<file path="src/rtl/fpu_wb_stage_if.sv">
// FPU writeback bundle: capture side (in_*), register-file write side (out_*),
// hazard query (chk_*) and occupancy. "slave" is the stage, "master" its environment.
interface fpu_wb_stage_if #(
  parameter int SIG_WIDTH  = 23,
  parameter int EXP_WIDTH  = 8,
  parameter int LEN        = 9,
  parameter int ADDR_WIDTH = 5
);
  localparam int DATA_W = SIG_WIDTH + EXP_WIDTH + 1;

  logic                            in_valid;
  logic                            in_ready;
  logic [LEN-1:0][DATA_W-1:0]      in_data;
  logic [LEN-1:0][DATA_W-1:0]      in_old;
  logic [LEN-1:0]                  in_predicate;
  logic [ADDR_WIDTH-1:0]           in_addr;

  logic                            out_valid;
  logic                            out_ready;
  logic [LEN-1:0][DATA_W-1:0]      out_data;
  logic [ADDR_WIDTH-1:0]           out_addr;

  logic [ADDR_WIDTH-1:0]           chk_addr;
  logic                            chk_hit;
  logic [1:0]                      count;

  modport slave (
    input  in_valid, in_data, in_old, in_predicate, in_addr,
    output in_ready,
    output out_valid, out_data, out_addr,
    input  out_ready,
    input  chk_addr,
    output chk_hit, count
  );

  modport master (
    output in_valid, in_data, in_old, in_predicate, in_addr,
    input  in_ready,
    input  out_valid, out_data, out_addr,
    output out_ready,
    output chk_addr,
    input  chk_hit, count
  );
endinterface

</file>
<file path="src/rtl/fpu_wb_stage.sv">
// FPU writeback: predicated merge into a 2-entry FIFO, 1-cycle latency, in_ready = not full (registered only).
// Optional FPU_WB_NAN_CANON_EN: NaNs on predicated lanes are replaced by the canonical quiet NaN before storage.
module fpu_wb_stage #(
  parameter int SIG_WIDTH  = 23,
  parameter int EXP_WIDTH  = 8,
  parameter int LEN        = 9,
  parameter int ADDR_WIDTH = 5
) (
  input  logic             clk,
  input  logic             rst_n,
  fpu_wb_stage_if.slave    bus
);

  localparam int DATA_W = SIG_WIDTH + EXP_WIDTH + 1;

  typedef logic [LEN-1:0][DATA_W-1:0] vec_t;

  typedef struct packed {
    logic [ADDR_WIDTH-1:0] addr;
    vec_t                  data;
  } entry_t;

`ifdef FPU_WB_NAN_CANON_EN
  localparam logic [DATA_W-1:0] QNAN = {1'b0, {EXP_WIDTH{1'b1}}, 1'b1, {(SIG_WIDTH-1){1'b0}}};
`endif

  entry_t     mem_q [2];
  entry_t     mem_d [2];
  logic       wr_ptr_q, wr_ptr_d;
  logic       rd_ptr_q, rd_ptr_d;
  logic [1:0] count_q, count_d;
  vec_t                  out_data_q, out_data_d;
  logic [ADDR_WIDTH-1:0] out_addr_q, out_addr_d;

  logic   push_fire;
  logic   enq;
  logic   pop;
  vec_t   merged;
  entry_t head_next;
  logic   ent0_vld;
  logic   ent1_vld;
  logic   chk_hit_c;

  // Readiness is a function of stored occupancy only, so a pop never frees a slot in the same cycle.
  assign bus.in_ready  = rst_n && (count_q != 2'd2);
  assign bus.out_valid = (count_q != 2'd0);
  assign bus.out_data  = out_data_q;
  assign bus.out_addr  = out_addr_q;
  assign bus.count     = count_q;
  assign bus.chk_hit   = chk_hit_c;

  always_comb begin
    merged = '0;
    for (int i = 0; i < LEN; i++) begin
      if (bus.in_predicate[i]) begin
        merged[i] = bus.in_data[i];
`ifdef FPU_WB_NAN_CANON_EN
        if ((&bus.in_data[i][DATA_W-2 -: EXP_WIDTH]) && (|bus.in_data[i][SIG_WIDTH-1:0])) begin
          merged[i] = QNAN;
        end
`endif
      end else begin
        merged[i] = bus.in_old[i];
      end
    end
  end

  always_comb begin
    push_fire = bus.in_valid && bus.in_ready;
    // A fully masked result completes the handshake but has nothing to write.
    enq       = push_fire && (|bus.in_predicate);
    pop       = (count_q != 2'd0) && bus.out_ready;

    mem_d[0]  = mem_q[0];
    mem_d[1]  = mem_q[1];
    wr_ptr_d  = wr_ptr_q;
    rd_ptr_d  = rd_ptr_q;
    count_d   = count_q;

    if (enq) begin
      mem_d[wr_ptr_q] = '{addr: bus.in_addr, data: merged};
      wr_ptr_d        = ~wr_ptr_q;
    end
    if (pop) begin
      rd_ptr_d = ~rd_ptr_q;
    end

    case ({enq, pop})
      2'b10:   count_d = count_q + 2'd1;
      2'b01:   count_d = count_q - 2'd1;
      default: count_d = count_q;
    endcase

    // Output registers track whatever will be at the head after this edge.
    head_next  = mem_d[rd_ptr_d];
    out_data_d = head_next.data;
    out_addr_d = head_next.addr;
  end

  always_comb begin
    ent0_vld  = (count_q == 2'd2) || ((count_q == 2'd1) && !rd_ptr_q);
    ent1_vld  = (count_q == 2'd2) || ((count_q == 2'd1) &&  rd_ptr_q);
    chk_hit_c = (ent0_vld && (mem_q[0].addr == bus.chk_addr)) ||
                (ent1_vld && (mem_q[1].addr == bus.chk_addr));
  end

  always_ff @(posedge clk) begin
    if (!rst_n) begin
      mem_q[0]   <= '0;
      mem_q[1]   <= '0;
      wr_ptr_q   <= 1'b0;
      rd_ptr_q   <= 1'b0;
      count_q    <= 2'd0;
      out_data_q <= '0;
      out_addr_q <= '0;
    end else begin
      mem_q[0]   <= mem_d[0];
      mem_q[1]   <= mem_d[1];
      wr_ptr_q   <= wr_ptr_d;
      rd_ptr_q   <= rd_ptr_d;
      count_q    <= count_d;
      out_data_q <= out_data_d;
      out_addr_q <= out_addr_d;
    end
  end

endmodule

</file>
<file path="src/flat_wrapper.sv">
// flat-port wrapper written by rule: the top's interface ports become plain ports
module fpu_wb_stage_flat 
#(
  parameter int SIG_WIDTH  = 23,
  parameter int EXP_WIDTH  = 8,
  parameter int LEN        = 9,
  parameter int ADDR_WIDTH = 5
)
  (clk, rst_n, bus_in_valid, bus_in_data, bus_in_old, bus_in_predicate, bus_in_addr, bus_in_ready, bus_out_valid, bus_out_data, bus_out_addr, bus_out_ready, bus_chk_addr, bus_chk_hit, bus_count);
  fpu_wb_stage_if #(.SIG_WIDTH(SIG_WIDTH), .EXP_WIDTH(EXP_WIDTH), .LEN(LEN), .ADDR_WIDTH(ADDR_WIDTH)) bus_i ();
  input  logic clk;
  input  logic rst_n;
  input wire logic [$bits(bus_i.in_valid)-1:0] bus_in_valid;
  input wire logic [$bits(bus_i.in_data)-1:0] bus_in_data;
  input wire logic [$bits(bus_i.in_old)-1:0] bus_in_old;
  input wire logic [$bits(bus_i.in_predicate)-1:0] bus_in_predicate;
  input wire logic [$bits(bus_i.in_addr)-1:0] bus_in_addr;
  output wire logic [$bits(bus_i.in_ready)-1:0] bus_in_ready;
  output wire logic [$bits(bus_i.out_valid)-1:0] bus_out_valid;
  output wire logic [$bits(bus_i.out_data)-1:0] bus_out_data;
  output wire logic [$bits(bus_i.out_addr)-1:0] bus_out_addr;
  input wire logic [$bits(bus_i.out_ready)-1:0] bus_out_ready;
  input wire logic [$bits(bus_i.chk_addr)-1:0] bus_chk_addr;
  output wire logic [$bits(bus_i.chk_hit)-1:0] bus_chk_hit;
  output wire logic [$bits(bus_i.count)-1:0] bus_count;
  assign bus_i.in_valid = bus_in_valid;
  assign bus_i.in_data = bus_in_data;
  assign bus_i.in_old = bus_in_old;
  assign bus_i.in_predicate = bus_in_predicate;
  assign bus_i.in_addr = bus_in_addr;
  assign bus_in_ready = bus_i.in_ready;
  assign bus_out_valid = bus_i.out_valid;
  assign bus_out_data = bus_i.out_data;
  assign bus_out_addr = bus_i.out_addr;
  assign bus_i.out_ready = bus_out_ready;
  assign bus_i.chk_addr = bus_chk_addr;
  assign bus_chk_hit = bus_i.chk_hit;
  assign bus_count = bus_i.count;
  fpu_wb_stage #(.SIG_WIDTH(SIG_WIDTH), .EXP_WIDTH(EXP_WIDTH), .LEN(LEN), .ADDR_WIDTH(ADDR_WIDTH)) u_core (.clk(clk), .rst_n(rst_n), .bus(bus_i));
endmodule
</file>
<file path="config.mk">
export PLATFORM = sky130hd
export DESIGN_NAME = fpu_wb_stage_flat
export DESIGN_NICKNAME = d
export VERILOG_FILES = /design/src/rtl/fpu_wb_stage_if.sv /design/src/rtl/fpu_wb_stage.sv /design/src/flat_wrapper.sv
export SDC_FILE = /design/constraint.sdc
export NUM_CORES = 1
export LEC_CHECK = 0
export BUFFER_PORTS_ARGS = -buffer_cell sky130_fd_sc_hd__clkbuf_2
export CORE_AREA = 4 4 343 345
export DETAILED_ROUTE_END_ITERATION = 6
export DIE_AREA = 0 0 347 349
export HOLD_SLACK_MARGIN = 0.1
export MAX_ROUTING_LAYER = met4
export PLACE_DENSITY = 0.56
export SETUP_SLACK_MARGIN = 0.3
export SKIP_LAST_GASP = 1
export SLEW_MARGIN = 10
export SYNTH_ARGS = -nofsm -noshare
export SYNTH_HDL_FRONTEND = slang
export SYNTH_SLANG_ARGS = --single-unit
</file>
<file path="constraint.sdc">
create_clock -name clk -period 6.1 [get_ports clk]
set_input_delay 0.305 -clock clk [delete_from_list [all_inputs] [get_ports clk]]
set_output_delay 0.305 -clock clk [all_outputs]
set_load 0.01 [all_outputs]
</file>
==> flow_summary.yaml <==
setup_path:
  crit_family: "buffers and inverters"
  slowest_stage: "buf_4"
  worstPathMaxFanout: 120
  endpoint_kind: "output pin"
  path_cells: "dlygate4sd3_1, buf_8, buf_4, buf_4, nor2b_1, clkbuf_2"
  cp-start-kind: "input pin"
  critPathKind: "input pin to output pin"
  path_buf_inv: 5
  cp_common_cell: "buf_4"
  slowest_delay_ps: 910
  critical_path_arrival_ps: 3360
  cp_data_required_time_ps: 5790
sta:
  setup_viol: 0
  slew_headroom_pct: 11.0
  finClkSkew_ps: 23.6
  max_freq_mhz: 273
  hold_violations: 0
  timing.final.ws_setup_ps: 2430
  worst_slew_pin_slew_ps: 1340
  fin_setup_tns_ps: 0
  timing.final.max_slew_violations: 0
  rsz0062_at_grt: "false"
  period_share_pct: 60.1
  period_minus_slack_ps: 3670
cts:
  ctsHoldBuffers: 554
  insertion_delay_ps: 680
  cts_buffers: 97
  cts_tree: "yes"
  htree_levels: 3
  cts_setup_buffers: 0
  cts.clk_slew.worst_paths_ps: 60
  clock_sinks: 883
  clockRootBuffer: "clkbuf_16"
  cts.path.max_buffers: 3
  cts_resized: 0
detailed_routing:
  routed_wl_mm: 125
  via_count: 34412
  firstDrtPassIters: 7
  routed_via_density: 5.10
  remaining_drc_errors: 5
  wire_per_inst_um: 18.5
  drt_iter0_drc: 2157
  ant_nets: 0
finish:
  area_growth_pct: 34.7
  fin_area_sq_um: 53000
  drive_gt1_share_pct: 31.2
  stdcell_count: 6751
  finalNetCount: 5756
  nFillCells: 10694
power:
  clock_power_share_pct: 33.6
  swShare_pct: 33.9
  p_leak_nw: 20.3
  pwr_density_cell_nw_per_um2: 344
  switching_power_mw: 6.17
  seqPwrFrac_pct: 38.0
  comb_power_share_pct: 28.4
  ir_drop_v: 0.000380
  internal_power_mw: 12.1
synth:
  synth_edf_count: 0
  ys_ff_latch: 883
  synth_area_sq_um: 39400
  synth_top_cell_by_area: "dfxtp_1"
  async_reset_ff_share_pct: 0
  synth_fp_nets: 4593
  syn_inst: 3990
  seq_area_frac_synth_pct: 44.9
  yosys_warnings: 0
  synthTopCellsByArea: "dfxtp_1, a31oi_1, mux2_2, nor3b_2, mux2i_1"
  ys.flop_type: "dfxtp_1"
  synth_top_area_share_pct: 44.9
  avgSynthCellArea_sq_um: 9.87
  netlist-cell-type-count: 38
global_routing:
  antenna_found_initial: 7
  grt_remaining_overflow: 0
  grt_pass1_wl_mm: 190
  grt_max_degree: 297
  grt_pass1_vias: 33628
  grt.total_usage_pct: 20.0
placement:
  gp_congestion: 0.818
  placed_cells: 6012
  port_buffers: 896
  hpwl_mm: 75.0
  dp_slack_ps: 2510
  placed_area_sq_um: 44100
die:
  die_width_um: 347
  initial_core_util_pct: 34.5
  die_h_um: 349
  dieArea_sq_um: 121000
  rows: 124
  ios: 897
  coreArea_sq_um: 114000
outcome:
  outcome: "finished, violations left"
  violations: "DRC"
hold_path:
  hp-class: "input pin to flop"
run:
  drv_cap: 0
## layout make-up
class / instances / area, sq um / area share, %
tap: 1512 / 1890 / 3.57
antenna: 5 / 12.5 / 0.0236
timing repair buffer: 1492 / 10500 / 19.9
inverter: 4 / 15.0 / 0.0283
multi-input combinational: 2675 / 19500 / 36.8
clock inverter: 37 / 462 / 0.871
sequential: 883 / 17700 / 33.3
clock buffer: 143 / 2920 / 5.51
## power by group through the flow
| stage | Sequential (mW) | Clock (mW) | Combinational, mW |
|---|---|---|---|
| after floorplan | 7.17 | 0 | 3.03 |
| after global placement | 7.04 | 0 | 4.83 |
| after detailed placement | 7.04 | 0 | 4.86 |
| after CTS | 6.93 | 6.30 | 5.22 |
| after global routing | 6.99 | 6.53 | 5.65 |
| final | 6.92 | 6.12 | 5.18 |
## flip-flops by register name, summed over array words and instances (netlist names)
signal	cells
u_core.bus.out_addr	5
u_core.mem_q	586
u_core.bus.out_data	288
u_core.rd_ptr_q	1
u_core.bus.count	2
u_core.wr_ptr_q	1
## cell usage in the layout (no fill, tap or decap), types with 2 or more instances in the layout
master / count
a21boi_0: 6
a31oi_1: 586
and2_1: 2
buf_12: 15
buf_4: 27
bufinv_16: 6
clkbuf_1: 16
clkbuf_16: 99
clkbuf_2: 895
clkbuf_8: 28
clkinv_16: 4
clkinv_2: 19
clkinvlp_4: 3
dfxtp_1: 883
diode_2: 5
dlygate4sd3_1: 554
ha_1: 4
inv_1: 4
inv_6: 4
mux2_2: 288
mux2i_1: 293
nand2_1: 12
nor2_1: 578
nor2b_1: 295
nor3b_1: 53
nor3b_2: 235
nor4_4: 2
o22ai_1: 293
xnor2_1: 7
xor2_1: 5
## routing by layer
metal,global-route usage (%),up-vias,part of all wire (%)
met4,7.55,0,3.5
met5,-,-,0
li1,-,16751,-
met1,24.0,16492,42
met3,4.09,213,6.0
met2,33.2,956,48
## tightest hold or removal path: stages
cell and delay, ps:
clkbuf_2 70, mux2_2 170, a31oi_1 80, o22ai_1 130
## cell usage after synthesis, types with 4 or more instances
library cell    n
dfxtp_1       883
clkbuf_1      232
buf_6          43
mux2i_1       293
nor2b_1       295
inv_1           4
ha_1            4
mux2_2        288
xnor2_1         8
nand2_1        12
xor2_1          5
buf_4          31
buf_2         118
nor2_1        578
a31oi_1       587
nor3b_1        53
o22ai_1       293
nor3b_2       235
a21boi_0        6
## stage by stage
stage / power (mW) / util, % / hold WS, ps
2_1_floorplan: 10.2 / - / 450
3_3_place_gp: 11.9 / 38.6 / 482
3_5_place_dp: 11.9 / 38.6 / 487
4_1_cts: 18.4 / 46.4 / 100
5_1_grt: 19.2 / 46.4 / 136
6_report: 18.2 / 46.4 / 152
## worst paths after layout
check        depth (start not counted)                  endpoint  slack (ps)            startpoint
max                                  6              bus_in_ready        2430                 rst_n
min                                  4  u_core.bus.out_data[144]         150      bus_in_data[144]
max reg2reg                          8  u_core.bus.out_data[183]        2760   u_core.bus.count[0]
min reg2reg                          2      u_core.mem_q[0][289]         490  u_core.mem_q[0][289]
## cell families after synthesis
family / count (synthesis) / share of synthesized area, %
and+or+nand+nor: 1184 / 19.1
xor gates and xnor gates: 13 / 0.289
DFF: 883 / 44.9
adders and majority gates: 4 / 0.127
buffers and inverters: 432 / 5.68
AOI/OAI and AO/OA: 893 / 14.2
muxes: 581 / 15.7
Power figures use the tool's default switching activity.
